[src/rtl/dmem_bridge.sv]
// Data-side memory responder: one bus transaction per load/store, pipeline stalled until it completes.
// Latency: request seen in IDLE, bus request the next cycle; best case 2 stall cycles, rd valid in DONE.
// Backpressure: holds dreq_* stable until addr_ok; stalls the pipeline until data_ok.

typedef logic [31:0] word_t;
typedef logic [2:0]  msize_t;
typedef logic [3:0]  strobe_t;

typedef struct packed {
  logic   valid;
  word_t  addr;
  msize_t size;
} mem_read_req;

typedef struct packed {
  logic    valid;
  word_t   addr;
  msize_t  size;
  word_t   data;
  strobe_t strobe;
} mem_write_req;

module dmem_bridge (
  input  logic         clk,
  input  logic         reset,
  input  mem_read_req  mread,
  input  mem_write_req mwrite,
  input  logic         advance,
  input  logic         flush,
  output logic [31:0]  rd,
  output logic         stall,
  output logic         dreq_valid,
  output logic         dreq_is_write,
  output logic [31:0]  dreq_addr,
  output logic [2:0]   dreq_size,
  output logic [3:0]   dreq_strobe,
  output logic [31:0]  dreq_data,
  input  logic         dresp_addr_ok,
  input  logic         dresp_data_ok,
  input  logic [31:0]  dresp_data
);

  typedef enum logic [2:0] {S_IDLE, S_ADDR, S_DATA, S_DONE, S_DRAIN} state_t;

  state_t  state_q, state_d;
  logic    is_write_q, is_write_d;
  word_t   addr_q, addr_d;
  msize_t  size_q, size_d;
  strobe_t strobe_q, strobe_d;
  word_t   data_q, data_d;
  word_t   rdata_q, rdata_d;
  logic    flush_pend_q, flush_pend_d;

  logic req;
  logic flush_seen;

  assign req        = mread.valid | mwrite.valid;
  // A flush in any ADDR cycle must still be honoured once addr_ok finally arrives.
  assign flush_seen = flush | flush_pend_q;

  // State and request registers with synchronous reset
  always_ff @(posedge clk) begin
    if (reset) begin
      state_q      <= S_IDLE;
      is_write_q   <= 1'b0;
      addr_q       <= '0;
      size_q       <= '0;
      strobe_q     <= '0;
      data_q       <= '0;
      rdata_q      <= '0;
      flush_pend_q <= 1'b0;
    end else begin
      state_q      <= state_d;
      is_write_q   <= is_write_d;
      addr_q       <= addr_d;
      size_q       <= size_d;
      strobe_q     <= strobe_d;
      data_q       <= data_d;
      rdata_q      <= rdata_d;
      flush_pend_q <= flush_pend_d;
    end
  end

  // Next-state logic; a flushed access still completes its bus handshake
  always_comb begin
    state_d = state_q;
    case (state_q)
      S_IDLE:  if (req && !flush) state_d = S_ADDR;
      S_ADDR: begin
        if (dresp_addr_ok) begin
          if (dresp_data_ok) state_d = flush_seen ? S_IDLE  : S_DONE;
          else               state_d = flush_seen ? S_DRAIN : S_DATA;
        end
      end
      S_DATA: begin
        if (dresp_data_ok) state_d = flush ? S_IDLE : S_DONE;
        else if (flush)    state_d = S_DRAIN;
      end
      S_DONE:  if (advance || flush) state_d = S_IDLE;
      S_DRAIN: if (dresp_data_ok) state_d = S_IDLE;
      default: state_d = S_IDLE;
    endcase
  end

  // Request latch (write wins if both valid), pending flush and load-data capture
  always_comb begin
    is_write_d   = is_write_q;
    addr_d       = addr_q;
    size_d       = size_q;
    strobe_d     = strobe_q;
    data_d       = data_q;
    rdata_d      = rdata_q;
    flush_pend_d = 1'b0;
    if (state_q == S_IDLE && req && !flush) begin
      if (mwrite.valid) begin
        is_write_d = 1'b1;
        addr_d     = mwrite.addr;
        size_d     = mwrite.size;
        strobe_d   = mwrite.strobe;
        data_d     = mwrite.data;
      end else begin
        is_write_d = 1'b0;
        addr_d     = mread.addr;
        size_d     = mread.size;
        strobe_d   = '0;
        data_d     = '0;
      end
    end
    if (state_q == S_ADDR) flush_pend_d = flush_seen & ~dresp_addr_ok;
    // rd is zero outside DONE, so a stale load never leaks to a later instruction.
    if (state_q != S_DONE && state_d == S_DONE)
      rdata_d = is_write_q ? '0 : dresp_data;
    else if (state_q == S_DONE && state_d == S_IDLE)
      rdata_d = '0;
  end

  // Outputs decoded from state and request registers
  always_comb begin
    dreq_valid    = (state_q == S_ADDR);
    dreq_is_write = is_write_q;
    dreq_addr     = addr_q;
    dreq_size     = size_q;
    dreq_strobe   = strobe_q;
    dreq_data     = data_q;
    rd            = rdata_q;
    case (state_q)
      S_IDLE:  stall = req & ~flush;
      S_DONE:  stall = 1'b0;
      default: stall = 1'b1;
    endcase
  end

endmodule

[config.mk]
export PLATFORM = sky130hd
export DESIGN_NAME = dmem_bridge
export DESIGN_NICKNAME = d
export VERILOG_FILES = /design/src/rtl/dmem_bridge.sv
export SDC_FILE = /design/constraint.sdc
export NUM_CORES = 1
export LEC_CHECK = 0
export ABC_AREA = 1
export BUFFER_PORTS_ARGS = -buffer_cell sky130_fd_sc_hd__buf_2
export CAP_MARGIN = 10
export CORE_ASPECT_RATIO = 0.9
export CORE_MARGIN = 5
export CORE_UTILIZATION = 41
export DETAILED_ROUTE_END_ITERATION = 6
export PLACE_DENSITY = 0.89
export SYNTH_ARGS = -nofsm -noshare
export SYNTH_HDL_FRONTEND = slang
export SYNTH_SLANG_ARGS = --single-unit
export TNS_END_PERCENT = 5
[constraint.sdc]
create_clock -name clk -period 1.4 [get_ports clk]
set_input_delay 0.07 -clock clk [delete_from_list [all_inputs] [get_ports clk]]
set_output_delay 0.07 -clock clk [all_outputs]
set_load 0.01 [all_outputs]
## Word level (Yosys, flattened, before mapping)

Index checks and enable logic that the tools add are counted.

- Mux-type cells: 20
- Reduce and logical (&&, ||, !) cells: 11
- Bitwise logic cells: 7
- Equality and inequality tests: 6

Operators by type and width:

| kind | count |
|---|---|
| $mux W32 | 5 |
| $mux W3 | 9 |
| $pmux W3 S5 | 1 |
| $eq A3 B2 Y1 const B | 3 |
| $logic_not A3 Y1 | 2 |
| $logic_and A1 B1 Y1 | 5 |
| $mux W2 | 2 |
| $mux W4 | 1 |
| $eq A3 B1 Y1 const B | 1 |
| $eq A3 B3 Y1 const B | 1 |
| $ne A3 B2 Y1 const B | 1 |
| $not A1 Y1 | 3 |
| $and A1 B1 Y1 | 2 |
| $or A1 B1 Y1 | 2 |
| $pmux W1 S2 | 1 |
| $reduce_bool A2 Y1 | 1 |
| $reduce_or A2 Y1 | 1 |
| $logic_not A1 Y1 | 1 |
| $logic_or A1 B1 Y1 | 1 |
| $mux W1 | 1 |

- Word-level logic and storage cells: 52
- Output and inout bits: 106
- Register bits: 108

## Longest topological paths before layout

Gate-level depths: netlist (run 1).

- Word-level depth: 9
- Gate-level depth with buffers: 9
- Depth with buffers taken out: 8

## Least setup slack after synthesis (run 1)

No wires, ideal clock.

- Path type: reg2reg
- From: register state_q[1]
- To: register rdata_q[10] (netlist: rd[10])
- Path slack: 17 ps
- Arrival: 1312 ps
- Cell stages (with the launch flop): 9
- Period minus slack after synthesis: 1383 ps
- Required time: 1330 ps
- Cells stage by stage: dfxtp_1 -> inv_2 -> nand2_1 -> nor2_2 -> nand3_1 -> nand2_2 -> buf_2 -> nand3_1 -> a21oi_1

- Elaborated cells between the ends (all ways): 19
- Those cells by class: eq/ne: 6; mux: 8; reduce/logical: 5

RTL lines:

| what | line | source |
|---|---|---|
| start, declared | 45 | `state_t state_q, state_d;` |
| start signal, assigned | 73 | `state_q <= state_d;` |
| $eq A3 B1 Y1 (*) | - |  |
| net dreq_valid | 32 | `output logic dreq_valid,` |
| $pmux W3 S5 (*) | 87 | `case (state_q)` |
| $eq A3 B2 Y1 or $logic_not A3 Y1 (tied branches) | 131, 133 |  |
| $logic_and A1 B1 Y1 (on tied branches) | 131, 133 |  |
| $mux W32 or $reduce_bool A2 Y1 (tied branches) | - |  |
| end signal, assigned | 79 | `rdata_q <= rdata_d;` |
| end, declared | 51 | `word_t rdata_q, rdata_d;` |

The timed path passes the listed nets; every way through them passes the cells marked *.
A chain may end at the register's enable or synchronous reset.

## Worst setup path in the final report (run 1)

- From: register state_q[1]
- To: register rdata_q[17] (netlist: rd[17])

- Word-level cells in the longest chain between the ends: 6
- Elaborated cells between the ends (all ways): 19
- Those cells by class: eq/ne: 6; mux: 8; reduce/logical: 5

RTL lines:

| what | line | source |
|---|---|---|
| $mux W3 | 97 | `else if (flush) state_d = S_DRAIN;` |
| $mux W3 | 96 | `if (dresp_data_ok) state_d = flush ? S_IDLE : S_DONE;` |
| $pmux W3 S5 | 87 |  |
| $eq A3 B2 Y1 or $logic_not A3 Y1 (tied branches) | 131, 133 |  |
| $logic_and A1 B1 Y1 (on tied branches) | 131, 133 |  |
| $mux W32 or $reduce_bool A2 Y1 (tied branches) | - |  |

Several ways; a longest one is shown, not always the timed one.

==> impl_results.md, run 1 <==
- Status: finished, violations left
- Violated checks: negative setup slack
- Max Slew Vio Count: 0
- Area grow syn2layout: 56.9%
- DRC violations left: 0
- Synth top area share: 45.9%
- GRT overflow: 0
- Root Buffer: clkbuf_16
- Critical path buffers and inverters: 2
- Asr flop ratio synth: 0%
- Post-DP Area: slightly above 6000 sq um
- Final worst path period need: 1.51 ns
- R2R setup slack: -0.11 ns
- Net Count, Synth: 802
- Setup TNS: -2.70 ns
- DIE HEIGHT: approximately 110 um
- First drt pass iteration count: 7
- Ranking of synthesized cells by area: dfxtp_1, a21oi_1, nand3_1
- Largest fanout on the critical path: 6
- Area of the core: 11300 sq um
- Cell Area, Synth: 4710 sq um
- Vias/cell: roughly 5
- IO Pins: 252
- Post-route insts no fill: roughly 1100
- WS Path Type: reg2reg
- First-pass GRT wire length: 23.7 mm
- Pwr dens: 1020 nW/um^2
- Clock transition at path regs: around 0.07 ns
- Clock latency on the worst-skew pair: 0.34 ns
- RSZ-0062 raised after global routing: true
- CP max-delay cell: dfxtp_4
- H-tree depth: 3
- Max VDD drop: 0.939 mV
- Reg area: ~2200 sq um
- CTS tree: done
- Final net count: 1081
- Slowest cell delay on critical path: ~0.4 ns
- Leak pwr: between 3 and 4 nW
- Sink Count: 108
- Die width: 123 um
- Antenna violations before repair: 0
- HP Class: in2reg
- Synthesized area per cell: 7.18 sq um
- Detailed placement HPWL: ~10 mm
- Register bit total from synthesis: 108
- Initial DRC Count: a little over 300
- Wire length per cell: 15.0 um
- Initial Util: 41.5%
- Via count: 5474
- Post-synth EDFFs: 0
- Yosys warning count: 0
- Cells after Synth: 656
- Count leader, synth: dfxtp_1
- Placed Instances: 1034
- Final period util: 108%
- Most frequent CP cell: a21oi_1
- Top cells by count, synth: dfxtp_1, nor2_1, a21oi_1
- Number of global-route vias before repair: a little over 5000
- Power Total: 7.57 mW
- Setup crit start kind: flip-flop
- Synth cell types: 25
- Port Buffers: 251
- Max Cap Violations: 0
- Number of diodes: 0
- Least-Margin Pin Slew: 0.439 ns
- Fillers: 911
- Dominant register cell in the synthesized netlist: dfxtp_1
- Post-synthesis sequential area ratio: 45.9%
- Die area: about 14000 sq um
- Slew headroom: 70.7%
- WL final: roughly 16 mm
- Antenna-violating nets left: 0
- Routability cong.: 0.861
- Largest net degree at the start of global routing: 108
- Total CTS buffers: 9
- Final Hold Vio Count: 0
- Critical path, cell by cell: inv_4 > a21oi_1 > nand2_2 > nand2_4 > nand2_8 > clkbuf_16 > nand3_1 > a21oi_1
- Final setup fails: 41
- Design area: 7390 sq um
- CP delay by family, top: simple AND/OR/NAND/NOR gates
- Clock skew: between 0.01 and 0.015 ns
- Area of the multi-input gates: 2240 sq um
- Crit. End Element: flip-flop
- Setup ws final: -0.112 ns
- Synth area leader: dfxtp_1
- Crit path DAT: 1.72 ns
- Cell row count: 37
- Gr usage total: a little over a fifth
- WP data required: 1.61 ns
- Share of layout cells above drive strength 1: just under 40%
- Peak Freq: 0.661 GHz
- Clock Tree Buf Depth: 2
- Final Core Density: 65.2%
==> final timing paths <==
kind,startpoint,end,cells past startpoint
worst max register to register,state_q[1],rd[17],8
worst min register to register,dreq_data[30],dreq_data[30],2
worst max-delay path,state_q[1],rd[17],8
worst min-delay path,mwrite[5],dreq_data[1],3
==> kinds of logic after synthesis <==
kind of cell / after synthesis / share of synthesized area (%)
buf+inv: 133 / 11.6
simple gates: 270 / 25.2
flops: 108 / 45.9
compound gates: 145 / 17.3
==> timing repair <==
item                                    in CTS  in global routing
setup buffers                                3                  4
pin swaps                                    7                 24
hold endpoints to repair                    30                  1
endpoints found under the setup margin      76                100
hold buffers                                30                  1
resized for setup                           19                 55
gates cloned                                 1                  8
==> routing by layer <==
metal,vias to the layer above,global-route usage [%],routed length [um]
met4,0,6.27,383
li1,2720,-,-
met2,273,36.2,8280
met3,36,6.04,1480
met1,2445,25.1,6250
met5,-,0,0
==> layout by cell type, fill, tap and decap left out, types with 3 or more instances in the layout <==
cell type | netlist | layout
nand2_4 | 1 | 3
dlygate4sd3_1 | 0 | 31
dfxtp_4 | 0 | 3
a21oi_2 | 0 | 19
buf_6 | 3 | 7
a21oi_1 | 105 | 86
nand2_2 | 1 | 3
nand2_1 | 50 | 45
a211oi_1 | 35 | 34
inv_8 | 0 | 3
buf_12 | 0 | 10
nor2_1 | 107 | 104
nand3_1 | 104 | 92
clkbuf_16 | 0 | 15
inv_1 | 75 | 74
buf_2 | 16 | 247
buf_4 | 1 | 21
dfxtp_1 | 108 | 105
nand3_2 | 0 | 6
nand3_4 | 1 | 7
inv_4 | 0 | 3
nor2_4 | 1 | 4
==> through the flow <==
| stage | hold WS (ns) | setup slack, ns |
|---|---|---|
| floorplan | 0.231 | 0.0172 |
| global placement | 0.338 | 0.00221 |
| detailed placement | 0.343 | -0.101 |
| CTS | 0.00125 | -0.0738 |
| global route | 0.0211 | -0.204 |
| finish | 0.0190 | -0.112 |
==> state kept, by name, summed over array words and instances (netlist names) <==
register and cells:
dreq_is_write 1, dreq_size 3, dreq_data 32, dreq_addr 32
dreq_strobe 4, flush_pend_q 1, rd 32, state_q 3
==> power breakdown <==
part	leakage (nW)	internal, mW	switching (mW)
clock network	0.155	1.48	1.21
logic	2.52	0.715	0.842
registers	0.883	3.23	0.0921
==> final cells by class <==
type	instances	area share, %
clock inverters	6	1.08
multi-input cells	415	30.3
inverters	78	4.06
well taps	156	2.64
flip-flops and latches	108	29.4
clock buffers	10	3.23
repair buffers	323	29.2
==> tightest hold or removal path, cell delays in order <==
cell     delay [ns]
buf_2          0.10
nand3_1        0.07
a21oi_1        0.07
Power figures use the tool's default switching activity.
==> inputs of run 2 (changes only) <==
--- a/config.mk
+++ b/config.mk
@@ -8,7 +8,7 @@
 export ABC_AREA = 1
 export BUFFER_PORTS_ARGS = -buffer_cell sky130_fd_sc_hd__buf_2
 export CAP_MARGIN = 10
-export CORE_ASPECT_RATIO = 0.9
+export CORE_ASPECT_RATIO = 1.25
 export CORE_MARGIN = 5
 export CORE_UTILIZATION = 41
 export DETAILED_ROUTE_END_ITERATION = 6
==> run 2 against run 1 <==
Compared with the run above: the flow still finishes with violations (negative setup slack); global-route usage is 1.8 points higher; power is 1.4% lower; first-iteration DRC count is 17% higher; clock skew is 0.0052 ns lower; sequential power hardly changed; fmax is 2.9% lower; sequential cell count stayed put; largest cell class unchanged; largest power group unchanged.
==> impl_results.md, run 2 (synthesis results as in run 1) <==
- Status: finished, violations left
- Violated checks: negative setup slack
- Antenna violations before repair: 1
- IO Pins: 252
- RR Startpoint: state_q[1]
- Share of layout cells above drive strength 1: 39.5%
- Routability cong.: 0.903
- Cell row count: 43
- DRC violations left: 0
- Initial Util: 42.1%
- Largest net degree at the start of global routing: between 100 and 150
- Final setup fails: 82
- Most frequent CP cell: nand3_2
- Peak Freq: between 0.6 and 0.7 GHz
- Root Buffer: clkbuf_16
- Detailed placement HPWL: roughly 11 mm
- Final net count: 1082
- Area grow syn2layout: 57.4%
- Setup ws final: -0.158 ns
- Area of the multi-input gates: around 2300 sq um
- Number of global-route vias before repair: 5335
- Largest fanout on the critical path: 8
- Hold_ws: 0.00938 ns
- Area of the core: around 11000 sq um
- Leak pwr: between 3 and 4 nW
- Final Hold Vio Count: 0
- Crit path to: rd[31]
- CP max-delay cell: dfxtp_4
- WS Path Type: reg2reg
- Die area: between 10000 and 15000 sq um
- Worst reg2reg endpoint: rd[31]
- Pwr dens: 1010 nW/um^2
- Clock skew: 0.00631 ns
- Port Buffers: 251
- Total CTS buffers: 9
- GRT overflow: 0
- RSZ-0062 raised after global routing: true
- First-pass GRT wire length: 25.5 mm
- Via count: 5569
- Register-to-Register Path Depth: 9
- Antenna-violating nets left: 0
- Clock latency on the worst-skew pair: 0.34 ns
- Vias/cell: 5.17
- Commonest non-fill, non-tap cells in the layout: buf_2, dfxtp_1, nor2_1
- Max VDD drop: 0.714 mV
- Crit. End Element: flip-flop
- WP data required: ~1.7 ns
- Die width: 106 um
- Reg area: 2170 sq um
- H-tree depth: 3
- Hold Crit Depth: 3
- Commonest non-fill, non-tap cell in the layout: buf_2
- R2R setup slack: -0.16 ns
- First drt pass iteration count: 5
- Max Slew Vio Count: 0
- Gr usage total: a little under a quarter
- DIE HEIGHT: 130 um
- Sink Count: 108
- Critical path, cell by cell: inv_4 > nand2_2 > nor2_4 > nand3_2 > nand4_1 > buf_6 > buf_12 > nand3_2 > a21oi_2
- Clock Tree Buf Depth: 2
- Wire length per cell: 15.9 um
- Slowest cell delay on critical path: 0.38 ns
- Slew headroom: 67.7%
- HP Class: in2reg
- CTS tree: done
- WL final: 17.1 mm
- Final worst path period need: 1.56 ns
- Fillers: 876
- Max Cap Violations: 0
- Initial DRC Count: approximately 360
- Setup TNS: -4.23 ns
- Least-Margin Pin Slew: 0.484 ns
- Crit path DAT: 1.83 ns
- Clock transition at path regs: approximately 0.070 ns
- Worst setup path start: state_q[1]
- Setup crit start kind: flip-flop
- Final period util: 111%
## run 2: changes by cell type in the layout (fill, tap and decap cells not counted), moves of 2 or more
cell           delta
nand3_1           -5
buf_12            +3
diode_2           +2
inv_8             -3
clkbuf_16         -3
a21oi_1          -11
a21oi_2          +11
buf_4             -5
nand3_2           +9
dlygate4sd3_1     +2
nand3_4           -4
clkinvlp_4        +3
buf_16            +2
## run 2: critical path: cells and delay by family (launching register included)
kind            cells  cell delay, ns
simple gates        5            0.62
buf+inv             3            0.36
flops               1            0.38
compound gates      1            0.13
## run 2: how the worst min path moves through the flow
stage | slack, ns | endpoint | start
2_1_floorplan | 0.23 | dreq_data[28] | mwrite[32]
3_5_place_dp | 0.34 | dreq_data[20] | mwrite[24]
6_report | 0.009 | dreq_data[9] | mwrite[13]
4_1_cts | 0.004 | dreq_data[1] | mwrite[5]
3_3_place_gp | 0.33 | dreq_data[18] | mwrite[22]
5_1_grt | 0.02 | dreq_data[9] | mwrite[13]
## run 2: what timing repair did
item / in CTS / in global routing
hold endpoints to repair: 32 / 1
gates cloned: 4 / 3
setup buffers: 11 / 0
pin swaps: 9 / 13
resized for setup: 32 / 56
setup endpoints to repair: 72 / 106
hold buffers: 32 / 1
## run 2: cell type report
type | count | area share, %
clock inverters | 6 | 0.878
well taps | 135 | 2.28
clock buffers | 10 | 3.09
repair buffers | 324 | 29.7
flip-flops and latches | 108 | 29.3
diodes | 2 | 0.0675
inverters | 78 | 4.05
multi-input cells | 415 | 30.6
## run 2: where the power goes
part,switching [mW],internal (mW),leakage (nW)
logic,0.873,0.761,2.53
registers,0.0947,3.24,0.883
clock network,1.12,1.39,0.131
total,2.09,5.38,3.55
## run 2: metrics by stage
stage / power, mW / utilization [%] / area, sq um / std cells / setup slack (ns)
after floorplan: 4.11 / - / 4710 / 656 / 0.0172
after global placement: 4.69 / 55.6 / 6230 / 1012 / 0.00949
after detailed placement: 4.72 / 55.6 / 6230 / 1012 / -0.0770
after CTS: 7.40 / 64.0 / 7160 / 1075 / -0.0654
after global routing: 7.81 / 66.2 / 7410 / 1077 / -0.203
final: 7.47 / 66.2 / 7410 / 1078 / -0.158
## run 2: routing by layer
layer | wire length, um | vias to the layer above | global-route usage, %
met3 | 1380 | 65 | 5.20
met5 | 0 | - | 0
li1 | - | 2729 | -
met4 | 671 | 0 | 12.0
met2 | 8880 | 293 | 41.1
met1 | 6180 | 2482 | 25.1
